**config.mk**
```make
export PLATFORM = sky130hd
export DESIGN_NAME = design_calc_fifo
export DESIGN_NICKNAME = d
export VERILOG_FILES = /design/src/rtl/design_calc_fifo.sv
export SDC_FILE = /design/constraint.sdc
export NUM_CORES = 1
export LEC_CHECK = 0
export BUFFER_PORTS_ARGS = -buffer_cell sky130_fd_sc_hd__clkbuf_2
export CAP_MARGIN = 30
export CORE_AREA = 4 4 69 77
export CTS_BUF_LIST = sky130_fd_sc_hd__clkbuf_4 sky130_fd_sc_hd__clkbuf_8
export DETAILED_ROUTE_END_ITERATION = 10
export DIE_AREA = 0 0 73 81
export GPL_TIMING_DRIVEN = 0
export PLACE_DENSITY = 0.88
export SLEW_MARGIN = 20
export SYNTH_ARGS = -nofsm -noshare
export SYNTH_HDL_FRONTEND = slang
export SYNTH_SLANG_ARGS = --single-unit
export TNS_END_PERCENT = 10
```
**constraint.sdc**
```tcl
create_clock -name CLK -period 5.6 [get_ports CLK]
set_clock_uncertainty 0.15 [all_clocks]
set_input_delay 0 -clock CLK [delete_from_list [all_inputs] [get_ports CLK]]
set_output_delay 0 -clock CLK [all_outputs]
set_load 0.01 [all_outputs]
```
**src/rtl/design_calc_fifo.sv**
```systemverilog
// Calc FIFO: start enqueues a OP b, result/check read the head, check dequeues.
// Occupancy is exported and any enable-while-not-ready sets a sticky error.
module design_calc_fifo #(
  parameter int WIDTH = 7,
  parameter int DEPTH = 4,
  parameter int OP    = 0
) (
  input  logic                       CLK,
  input  logic                       RST_N,
  input  logic [WIDTH-1:0]           start_a,
  input  logic [WIDTH-1:0]           start_b,
  input  logic                       EN_start,
  output logic                       RDY_start,
  input  logic [WIDTH-1:0]           result_c,
  output logic [WIDTH-1:0]           result,
  output logic                       RDY_result,
  input  logic [WIDTH-1:0]           check_d,
  input  logic                       EN_check,
  output logic [WIDTH-1:0]           check,
  output logic                       RDY_check,
  output logic [$clog2(DEPTH+1)-1:0] count,
  output logic                       proto_err
);

  localparam int CW = $clog2(DEPTH + 1);
  localparam int PW = $clog2(DEPTH);

  logic [WIDTH-1:0] mem [DEPTH];
  logic [PW-1:0]    rd_ptr;
  logic [PW-1:0]    wr_ptr;
  logic [CW-1:0]    cnt;
  logic             err;

  logic             full;
  logic             empty;
  logic             push;
  logic             pop;
  logic             bad;
  logic [WIDTH-1:0] op_res;
  logic [WIDTH-1:0] head;

  assign full  = (cnt == CW'(DEPTH));
  assign empty = (cnt == '0);

  assign push = EN_start && !full;
  assign pop  = EN_check && !empty;
  assign bad  = (EN_start && full) || (EN_check && empty);

  // Result width equals operand width, so all ops wrap mod 2^WIDTH.
  always_comb begin
    op_res = '0;
    case (OP)
      1:       op_res = start_a - start_b;
      2:       op_res = start_a * start_b;
      default: op_res = start_a + start_b;
    endcase
  end

  always_ff @(posedge CLK or negedge RST_N) begin
    if (!RST_N) begin
      for (int i = 0; i < DEPTH; i++) mem[i] <= '0;
    end else if (push) begin
      mem[wr_ptr] <= op_res;
    end
  end

  // Power-of-two depth: pointers wrap naturally.
  always_ff @(posedge CLK or negedge RST_N) begin
    if (!RST_N) begin
      wr_ptr <= '0;
      rd_ptr <= '0;
    end else begin
      if (push) wr_ptr <= wr_ptr + 1'b1;
      if (pop)  rd_ptr <= rd_ptr + 1'b1;
    end
  end

  always_ff @(posedge CLK or negedge RST_N) begin
    if (!RST_N) begin
      cnt <= '0;
    end else begin
      unique case (1'b1)
        push && !pop: cnt <= cnt + 1'b1;
        pop && !push: cnt <= cnt - 1'b1;
        default:      cnt <= cnt;
      endcase
    end
  end

  always_ff @(posedge CLK or negedge RST_N) begin
    if (!RST_N) begin
      err <= 1'b0;
    end else if (bad) begin
      err <= 1'b1;
    end
  end

  assign head = mem[rd_ptr];

  assign RDY_start  = !full;
  assign RDY_result = !empty;
  assign RDY_check  = !empty;
  assign result     = empty ? '0 : head + result_c;
  assign check      = empty ? '0 : head ^ check_d;
  assign count      = cnt;
  assign proto_err  = err;

endmodule

```
==> impl_metrics.yaml <==
status:
  status: "completed"
placed_design:
  placed_area_um2: 2760
  place_congestion: 0.826
  dp_hpwl_um: 3500
  io_buffers: 52
global_route:
  grt_antenna_before_repair: 0
  grt_pass1_wl_um: 7620
  grt_overflow: 0
  grt_usage: 0.168
  grt_pass1_vias: 1591
  grt_max_degree: 37
die:
  rows: 26
  io_pins: 53
  core_um2: 4590
  die_w_um: 73
  die_height_um: 81
  dieArea_um2: 5910
  start_util: 0.530
clock_tree:
  cts_tree: "built"
  cts_sinks: 36
  htreeDepth: 2
  cts.repair.resized: 0
  clk-insertion-delay-late_ns: 0.29
  root_buffer: "clkbuf_8"
  clockBufferDepth: 2
  clk_pin_slew_ns: 0.07
  cts_made_buffers: 5
sta:
  final-max-slew-violation-count: 0
  hold_viol_final: 0
  final.setup.tns_ns: 0
  setup_viol: 0
  grt_setup_unrepaired: "no"
  min_period_ns: 2.82
  max-slew-margin-rel: 0.691
  worst_pin_slew_ns: 0.462
  period_share: 0.503
  max_freq_mhz: 355
pwr:
  p_leak_uw: 0.00145
  p_per_area_nw_per_um2: 644
  fin_total_pwr_uw: 1900
  ir_worst_vdd_uv: 219
synthesis:
  synthArstFlopShare: 1.00
  synthCells: 194
  ys.warnings.count: 0
  syn_area_per_cell_um2: 12.5
  synth_largest_area_cell: "dfrtp_1"
  synth_top_cells_by_count: "36 x dfrtp_1, 24 x mux2_4, 17 x ha_1"
  ys_types: 41
  yosysMostFrequentCell: "dfrtp_1"
  synth-edff-count: 0
  seq_area_frac_synth: 0.371
  netlist.area_leader.share: 0.371
  syn-cell-area_um2: 2430
  synth_flop_cell: "dfrtp_1"
  yosys-top-cells-area: "dfrtp_1 37%, mux2_4 15%, ha_1 8.8%"
  synth-seq-cells: 36
  syn-num-nets: 246
route:
  drc: 0
  dr.pass1.iters: 4
  wl_per_cell_um: 14.3
  totalWireLength_um: 4510
  initialDrtViolationCount: 43
  via_count: 1630
  postRouteAntennaNets: 0
  via_per_inst: 5.16
critical_path:
  worstPathArrival_ns: 2.67
  cp-start-kind: "register"
  required_ns: 5.45
  crit_type: "reg -> out"
  cp_max_fo: 9
  worstSetupEndpointType: "output pin"
flow_run:
  cap_violations: 0
cells_and_area:
  drive_gt1_frac: 0.419
  stdcell_area_um2: 2940
  n_antenna_cell: 0
  area_growth_pct: 21.1
  nets: 311
  final.fill_count: 338
min_path:
  hold_path_class: "in -> reg"
state kept, by name, indices dropped and copies added (netlist names):
name,flops
mem,28
count,3
proto_err,1
wr_ptr,2
rd_ptr,2
logic make-up after synthesis:
kind of cell,after synthesis,share of synthesized area
XOR/XNOR,22,0.0793
flip-flops,36,0.371
buffers and inverters,17,0.0355
multiplexers,34,0.221
AO/OA/AOI/OAI,28,0.0788
adder cells (fa/ha/maj),20,0.112
AND/OR/NAND/NOR,37,0.102
stage by stage:
step	setup slack, ns	hold WS, ns	std cells	util
after floorplan	3.31	-0.446	194	-
after global placement	3.10	-0.00637	302	0.602
after detailed placement	3.08	0.00119	302	0.602
after CTS	2.75	0.0326	314	0.635
after global routing	2.52	0.0926	316	0.641
final	2.78	0.0776	316	0.641
worst paths after layout:
check	from	end	slack [ns]	cells after the start
worst max register to register	count[1]	count[2]	3.29	10
min in group asynchronous	RST_N	count[2]	0.48	3
worst max-delay path	rd_ptr[0]	result[6]	2.78	11
worst min register to register	mem[2]	mem[2]	0.33	2
worst min-delay path	start_b[0]	mem[0]	0.08	3
max in group asynchronous	RST_N	mem[27]	4.40	4
power breakdown:
| part | internal (µW) | switching, µW | leakage (µW) | total (µW) |
|---|---|---|---|---|
| Combinational | 619 | 570 | 0.000963 | 1190 |
| Sequential | 392 | 85.1 | 0.000426 | 477 |
| Clock | 137 | 92.4 | 0.0000586 | 229 |
worst max-delay path: stages (launching register included):
cell and delay, ns:
dfrtp_1 0.32, buf_4 0.20, mux4_2 0.56, ha_1 0.22, inv_1 0.07, fa_1 0.17, nor2b_1 0.07, o31a_1 0.27
o22ai_1 0.16, xnor2_1 0.14, nor2_1 0.05, clkbuf_2 0.14
layout make-up:
cell class | count | area [µm²] | area share
inverters | 12 | 45.0 | 0.0153
plain buffers | 5 | 41.3 | 0.0140
repair buffers | 58 | 330 | 0.112
well taps | 56 | 70.1 | 0.0238
flip-flops and latches | 36 | 901 | 0.306
clock inverters | 2 | 35.0 | 0.0119
clock buffers | 6 | 76.3 | 0.0259
multi-input cells | 141 | 1440 | 0.490
what timing repair did:
| item | CTS | global route |
|---|---|---|
| hold buffers | 4 | 1 |
| buffers inserted | 0 | 0 |
| endpoints found under the hold margin | 39 | 7 |
layer usage:
layer,part of all wire,wire (µm),up-vias,GRT usage
met5,0,0,-,0
met4,0.018,79,0,0.0609
met3,0.050,227,8,0.0347
met2,0.48,2150,45,0.274
met1,0.45,2050,772,0.221
li1,-,-,805,-
cell usage in the layout (no fill, tap or decap), types with 2 or more instances in the layout:
master         synthesis  layout
a211oi_1               3       3
a21o_1                 3       3
a21oi_1                3       3
a21oi_2                2       2
buf_4                  2       2
buf_6                  2       2
clkbuf_2               0      52
clkbuf_8               0       5
dfrtp_1               36      36
dlygate4sd3_1          0       5
fa_1                   3       3
ha_1                  17      17
inv_1                 11      11
mux2_4                24      24
mux2i_1                3       3
mux4_2                 6       6
nand2_1                7       7
nand2_8                4       4
nor2_1                14      14
nor2b_1                3       3
o21ai_0                5       5
o21ai_1                3       3
o21bai_1               2       2
xnor2_1               15      15
xor2_1                 7       7
Note: power is estimated with default switching activity, not from simulation.
